## src/rtl/apb_slave_regfile.sv

```systemverilog
// APB completer backed by a word-addressed register file.
// Ports: clk, rst (async low), PSEL/PEN/PW/PADDR/PWDATA in; PREADY/PRDATA/PSLVERR out.
module apb_slave_regfile #(
  parameter int DATA_WIDTH  = 32,
  parameter int ADDR_WIDTH  = 8,
  parameter int DEPTH       = 8,
  parameter int WAIT_STATES = 0
) (
  input  logic                  clk,
  input  logic                  rst,
  input  logic                  PSEL,
  input  logic                  PEN,
  input  logic                  PW,
  input  logic [ADDR_WIDTH-1:0] PADDR,
  input  logic [DATA_WIDTH-1:0] PWDATA,
  output logic                  PREADY,
  output logic [DATA_WIDTH-1:0] PRDATA,
  output logic                  PSLVERR
);

  localparam int IW = (DEPTH > 1) ? $clog2(DEPTH) : 1;
  localparam logic [3:0] WS = 4'(WAIT_STATES);

  typedef enum logic {IDLE, ACCESS} state_e;

  state_e                state_q, state_d;
  logic [3:0]            cnt_q, cnt_d;
  logic [IW-1:0]         addr_q;
  logic                  wr_q;
  logic [DATA_WIDTH-1:0] wdata_q;
  logic [DATA_WIDTH-1:0] rdata_q;
  logic                  err_q;
  logic [DATA_WIDTH-1:0] mem_q [DEPTH];

  logic          cap;
  logic          we;
  logic          in_rng;
  logic [IW-1:0] idx;
  logic          rdy;

  assign idx    = PADDR[IW-1:0];
  assign in_rng = 32'(PADDR) < 32'(DEPTH);
  assign rdy    = (state_q == ACCESS) && (cnt_q == WS);

  // Outputs decode registered state only.
  assign PREADY  = rdy;
  assign PRDATA  = (rdy && !wr_q) ? rdata_q : '0;
  assign PSLVERR = rdy && err_q;

  always_comb begin
    state_d = state_q;
    cnt_d   = cnt_q;
    cap     = 1'b0;
    we      = 1'b0;
    unique case (state_q)
      IDLE: begin
        // Access without a preceding setup is ignored.
        if (PSEL && !PEN) begin
          state_d = ACCESS;
          cnt_d   = '0;
          cap     = 1'b1;
        end
      end
      ACCESS: begin
        if (!(PSEL && PEN)) begin
          state_d = IDLE;
        end else if (rdy) begin
          state_d = IDLE;
          we      = wr_q && !err_q;
        end else begin
          cnt_d = cnt_q + 4'd1;
        end
      end
      default: state_d = IDLE;
    endcase
  end

  always_ff @(posedge clk or negedge rst) begin
    if (!rst) begin
      state_q <= IDLE;
      cnt_q   <= '0;
      addr_q  <= '0;
      wr_q    <= 1'b0;
      wdata_q <= '0;
      rdata_q <= '0;
      err_q   <= 1'b0;
      for (int i = 0; i < DEPTH; i++) begin
        mem_q[i] <= '0;
      end
    end else begin
      state_q <= state_d;
      cnt_q   <= cnt_d;
      if (cap) begin
        addr_q  <= idx;
        wr_q    <= PW;
        wdata_q <= PWDATA;
        err_q   <= !in_rng;
        rdata_q <= in_rng ? mem_q[idx] : '0;
      end
      if (we) begin
        mem_q[addr_q] <= wdata_q;
      end
    end
  end

endmodule

```

## config.mk

```make
export PLATFORM = sky130hd
export DESIGN_NAME = apb_slave_regfile
export DESIGN_NICKNAME = d
export VERILOG_FILES = /design/src/rtl/apb_slave_regfile.sv
export SDC_FILE = /design/constraint.sdc
export NUM_CORES = 1
export LEC_CHECK = 0
export BUFFER_PORTS_ARGS = -buffer_cell sky130_fd_sc_hd__buf_4
export CORE_MARGIN = 4
export CORE_UTILIZATION = 31
export CTS_BUF_LIST = sky130_fd_sc_hd__clkbuf_8 sky130_fd_sc_hd__clkbuf_16
export DETAILED_ROUTE_END_ITERATION = 16
export PLACE_DENSITY = 0.57
export SLEW_MARGIN = 20
export SYNTH_ARGS = -nofsm -noshare
export SYNTH_HDL_FRONTEND = slang
export SYNTH_SLANG_ARGS = --single-unit
```

## constraint.sdc

```tcl
create_clock -name clk -period 2.9 [get_ports clk]
set_clock_uncertainty 0.1 [all_clocks]
set_input_delay 0.29 -clock clk [delete_from_list [all_inputs] [get_ports clk]]
set_output_delay 0.29 -clock clk [all_outputs]
set_load 0.05 [all_outputs]
```

* After elaboration in Yosys (flattened, before gate mapping) *
Index checks and enable logic that the tools add are counted.

word-level totals
  output and inout bits = 34
  ROM bits = 0
  memories = 0
  register bits = 330
  word-level logic and storage cells = 59
  bits in writable memories = 0
  latch bits = 0
  input bits = 45

operators by class
  $lt $le $gt $ge = 4
  equality and inequality tests = 3
  reduce and logical (&&, ||, !) cells = 13
  add/subtract/negate cells = 1
  multiplexer cells = 20
  bitwise operators = 3
  multiply operators = 0
  shift operators = 0
  div/mod/pow operators = 0

operators by type and width
  kind                                                       count
  bitwise mux 256 bit                                        1
  2-to-1 mux 32 bit                                          5
  binary-select mux 32 bit (select 3 bit)                    1
  demux 32 bit (select 3 bit)                                1
  2-to-1 mux 4 bit                                           3
  greater-or-equal comparator 4 bit (second input constant)  2
  < comparator 8 x 4 -> 1 bit (second input constant)        1
  NOT 3 -> 4 bit                                             2
  one-hot mux 4 bit (2 select lines)                         1
  logical AND 1 bit                                          7
  2-to-1 mux 1 bit                                           7
  adder 4 x 1 -> 4 bit (second input constant)               1
  logical NOT 1 bit                                          4
  logical NOT 4 bit                                          1
  < comparator 4 x 1 -> 1 bit (second input constant)        1
  != test 2 bit (second input constant)                      2
  AND reduction 3 bit                                        1
  != test 2 x 1 -> 1 bit (second input constant)             1
  one-hot mux 1 bit (2 select lines)                         1
  NOT 1 bit                                                  1

* Depth between registers and ports, before layout *
  depth in word-level cells = 6
  gate-level depth with buffers = 8
  mapped depth without buffers = 6

* Worst setup path after synthesis *
Ideal clock, no wire load.

  path kind = register to register
  from = register cnt_q[0]
  to = register mem_q[213] (netlist name)
  data arrival time = 2.130 ns
  setup time = 0.125 ns
  path buffers = 2
  cell stages (with the launch flop) = 9
  required time = 2.675 ns
  setup slack = 0.545 ns
  period minus slack after synthesis = 2.355 ns
  path through = dfrtp_1 inv_1 ha_1 nand4bb_4 or3_1 buf_2 nor3b_4 buf_6 mux2_2

between the ends
  word-level cells in the longest chain between the ends = 5

RTL lines
  item                           line  text
  start, declared                27    logic [3:0] cnt_q, cnt_d;
  start signal, assigned         92    cnt_q <= cnt_d;
  logical NOT 4 bit              43    assign rdy = (state_q == ACCESS) && (cnt_q == WS);
  logical AND 1 bit              43
  2-to-1 mux 1 bit               67    end else if (rdy) begin
  2-to-1 mux 1 bit               65    if (!(PSEL && PEN)) begin
  2-to-1 mux 1 bit               55    unique case (state_q)
  end signal, assigned by index  101   mem_q[addr_q] <= wdata_q;
  end, declared                  33    logic [DATA_WIDTH-1:0] mem_q [DEPTH];

No other way between the ends.
A chain may end at the register's enable or synchronous reset.

* Worst setup path in the final report *
  from = register cnt_q[0]
  to = output port PRDATA[21]

between the ends
  word-level cells in the longest chain between the ends = 4

RTL lines
  item               line  text
  logical NOT 4 bit  43
  logical AND 1 bit  43
  logical AND 1 bit  47    assign PRDATA = (rdy && !wr_q) ? rdata_q : '0;
  2-to-1 mux 32 bit  47
  end, declared      17    output logic [DATA_WIDTH-1:0] PRDATA,

No other way between the ends.

==> results.toml <==
[status]
outcome = "finished clean"

[placement]
placed_cell_area_sq_um = 16000
gpl.final_weighted_congestion = 0.705
place.detailed.hpwl_microns = 20300
port_buffers = 78
detailedPlace.worstSlack_ns = 0.279
place_inst = 1686

[logic_synthesis]
ys_async_sr_fraction_pct = 100
post_syn_area_sq_um = 14600
synthesis.nets = 1085
dominantRegCellSynth = "sky130_fd_sc_hd__dfrtp_1"
yosys_register_bits = 330
synth_enable_flop_cells = 0
synth-warning-count = 0
cells_after_synth = 1038
synth_area_per_cell_sq_um = 14.1
seq_area_frac_synth_pct = 56.6
synth_cell_type_count = 34

[power]
power_switching_mw = 2.61
p_int_mw = 7.92
p_seq_share_pct = 47.5
peakVddDrop_uv = 432
share_comb_of_total_power_pct = 7.4
power.switching_fraction_pct = 24.8
cellLeakagePower_nw = 8.62
share_clk_of_total_power_pct = 45.1
cellPowerDensity_nw_per_um2 = 597
design_power_total_mw = 10.5

[floorplanning]
start_util_pct = 31.3
core.rowCount = 79
placeableCoreArea_sq_um = 46600
die_area_sq_um = 50600
ioPinCount = 79
floorplan.die.width_microns = 225
dieHeight_microns = 225

[sta]
fin_crit_sh_pct = 91.5
tns_ns = 0
relSlewSlack_pct = 56.6
layout_setup_ws_ns = 0.248
slew_of_the_pin_with_the_lowest_slew_margin_ns = 0.651
post-route-min-period_ns = 2.65
final-max-slew-violation-count = 0
timing.final.setup_violations = 0
finalHoldWorstSlack_ns = 0.130
fmax_mhz = 377
timing_hold_violations_final = 0
rsz0062_at_grt = "no"

[finish]
diodes = 0
final_cell_count_no_fill = 1791
layout-drive-gt1-share_pct = 40.8
finish.instance_area_sq_um = 17700
flow.area_growth_from_synthesis_pct = 21.1
final_core_utilization_pct = 37.9
final_net_count = 1203

[grt]
grt_first_pass_wirelength_microns = 54800
grt_use_total_pct = 13.7
grt_overflow_total = 0
grt_pass1_vias = 9499
grt_antenna_before_repair = 0
largest_net_degree_at_the_start_of_global_routing = 114

[clock_tree]
clock_path_buffers = 3
cts-buffers-inserted = 38
htreeDepth = 2
clock_tree.root_cell = "sky130_fd_sc_hd__clkbuf_16"
tritoncts_num_sinks = 330
cts.reportedPaths.clkPinSlew_ns = 0.06
cts_tree = "yes"
insertion_delay_to_the_later_sink_of_the_worst_skew_pair_ns = 0.55

[drt]
drt-initial-drc-count = 351
antenna_left = 0
routed-via-count = 8653
post_drt_via_cell_ratio = 4.83
first_pass_iters = 4
wirelength_microns = 33700
drt-wirelength-per-cell_microns = 18.8
detail_route.drc_violations = 0

[setup_path]
worst_setup_path_end_kind = "output port"
critPathMaxFanout = 23
worstPathArrival_ns = 2.26
worstPathCellList = "inv_1, ha_1, nand4bb_4, nor2_4, buf_12, and2_1, buf_4"
critPathRequiredTime_ns = 2.51
worst-setup-path-type = "reg -> out"
slowest_delay_ns = 0.40
slowest_stage = "sky130_fd_sc_hd__dfrtp_1"
critPathLaunchType = "flip-flop"
setup.reg_to_reg.worst_slack_ns = 0.29

[job]
max_cap_viol_count = 0

[worst_hold_path]
worst_hold_path_type = "in -> reg"
==> cell usage after synthesis (3+ instances only) <==
cell	count	area, sq um
sky130_fd_sc_hd__mux2_2	234	2640
sky130_fd_sc_hd__and2_1	34	213
sky130_fd_sc_hd__nand2_1	146	548
sky130_fd_sc_hd__buf_6	6	67.6
sky130_fd_sc_hd__dfrtp_1	330	8260
sky130_fd_sc_hd__buf_1	7	26.3
sky130_fd_sc_hd__mux2i_1	3	30.0
sky130_fd_sc_hd__o21ai_0	3	15.0
sky130_fd_sc_hd__clkbuf_1	38	143
sky130_fd_sc_hd__nor2b_1	31	194
sky130_fd_sc_hd__a22o_1	4	35.0
sky130_fd_sc_hd__inv_1	7	26.3
sky130_fd_sc_hd__mux4_2	64	1440
sky130_fd_sc_hd__buf_2	9	45.0
sky130_fd_sc_hd__nor2_1	35	131
sky130_fd_sc_hd__o31ai_1	31	233
sky130_fd_sc_hd__mux2_1	22	248
sky130_fd_sc_hd__nand3_1	5	25.0
sky130_fd_sc_hd__buf_4	8	60.1
==> area by class of cell <==
class,count,area [sq um]
clock inverter,16,126
multi-input combinational,633,5990
tap,607,759
clock buffer,52,1140
timing repair buffer,146,1360
fill,4435,28900
inverter,7,26.3
sequential,330,8260
==> what timing repair did <==
item                       CTS  global route
setup buffers                0             1
hold endpoints to repair   150             0
hold buffers                36             0
setup endpoints to repair    0             3
gates resized for setup      0             0
==> path summary, 6_finish.rpt <==
kind | from | endpoint | cells after the start
max reg2reg | cnt_q[0]$_DFFE_PN0P_ | mem_q[206]$_DFFE_PN0P_ | 7
max in group asynchronous | rst | mem_q[79]$_DFFE_PN0P_ | 3
max | cnt_q[0]$_DFFE_PN0P_ | PRDATA[21] | 7
min reg2reg | rdata_q[4]$_DFFE_PN0P_ | rdata_q[4]$_DFFE_PN0P_ | 2
min in group asynchronous | rst | mem_q[194]$_DFFE_PN0P_ | 2
min | PADDR[2] | addr_q[2]$_DFFE_PN0P_ | 3
==> metal layers <==
layer	track usage [%]	wire length (microns)
met1	18.6	15400
met2	23.0	16600
met3	2.12	1200
met4	3.66	596
met5	0	0
==> kinds of logic (layout without fill, tap and decap cells) <==
group,after synthesis,after routing,synth area share (%)
multiplexers,323,323,29.9
AO/OA/AOI/OAI,43,43,2.20
buffers and inverters,75,221,2.52
adder cells (fa/ha/maj),2,2,0.172
AND/OR/NAND/NOR,265,265,8.64
flip-flops,330,330,56.6
==> worst max-delay path: cells and delay by family (launching register included) <==
family	cells	cell delay, ns
adder cells (fa/ha/maj)	1	0.22
flip-flops	1	0.40
buffers and inverters	3	0.52
AND/OR/NAND/NOR	3	0.56
==> state kept, by name (all words and copies together) (netlist names) <==
name / count
wdata_q: 32
err_q: 1
mem_q: 256
cnt_q: 4
rdata_q: 32
state_q: 1
addr_q: 3
wr_q: 1
==> placed cells by master (no fill, tap or decap), types with 2 or more instances in the layout <==
cell type                       netlist  final
sky130_fd_sc_hd__and2_1              34     33
sky130_fd_sc_hd__clkbuf_16            0     38
sky130_fd_sc_hd__o21ai_0              3      3
sky130_fd_sc_hd__dfrtp_1            330    330
sky130_fd_sc_hd__nor2_4               0      2
sky130_fd_sc_hd__clkbuf_8             0     14
sky130_fd_sc_hd__dlygate4sd3_1        0     36
sky130_fd_sc_hd__o31ai_1             31     31
sky130_fd_sc_hd__inv_1                7     13
sky130_fd_sc_hd__mux2_1              22     22
sky130_fd_sc_hd__mux4_2              64     64
sky130_fd_sc_hd__mux2_2             234    234
sky130_fd_sc_hd__mux2i_1              3      3
sky130_fd_sc_hd__nor3_1               2      2
sky130_fd_sc_hd__buf_12               0     13
sky130_fd_sc_hd__o21a_1               2      2
sky130_fd_sc_hd__nor3b_4              2      2
sky130_fd_sc_hd__a22o_1               4      4
sky130_fd_sc_hd__nor2_1              35     34
sky130_fd_sc_hd__ha_1                 2      2
sky130_fd_sc_hd__nand2_2              0      2
sky130_fd_sc_hd__clkinv_2             0      3
sky130_fd_sc_hd__nor2b_1             31     31
sky130_fd_sc_hd__nand3_2              0      2
sky130_fd_sc_hd__o22ai_1              2      2
sky130_fd_sc_hd__nand2_1            146    144
sky130_fd_sc_hd__buf_4                8     96
sky130_fd_sc_hd__nand3b_1             2      2
sky130_fd_sc_hd__inv_6                0      3
sky130_fd_sc_hd__nand3_1              5      3
==> power by group through the flow <==
| stage | logic (mW) | registers [mW] | clock network, mW |
|---|---|---|---|
| final | 0.778 | 5.01 | 4.75 |
| after global placement | 0.742 | 5.08 | 0 |
| after floorplan | 0.453 | 4.97 | 0 |
| after global routing | 0.872 | 5.04 | 5.08 |
| after CTS | 0.794 | 5.01 | 4.90 |
| after detailed placement | 0.757 | 5.08 | 0 |
Power figures use the tool's default switching activity.
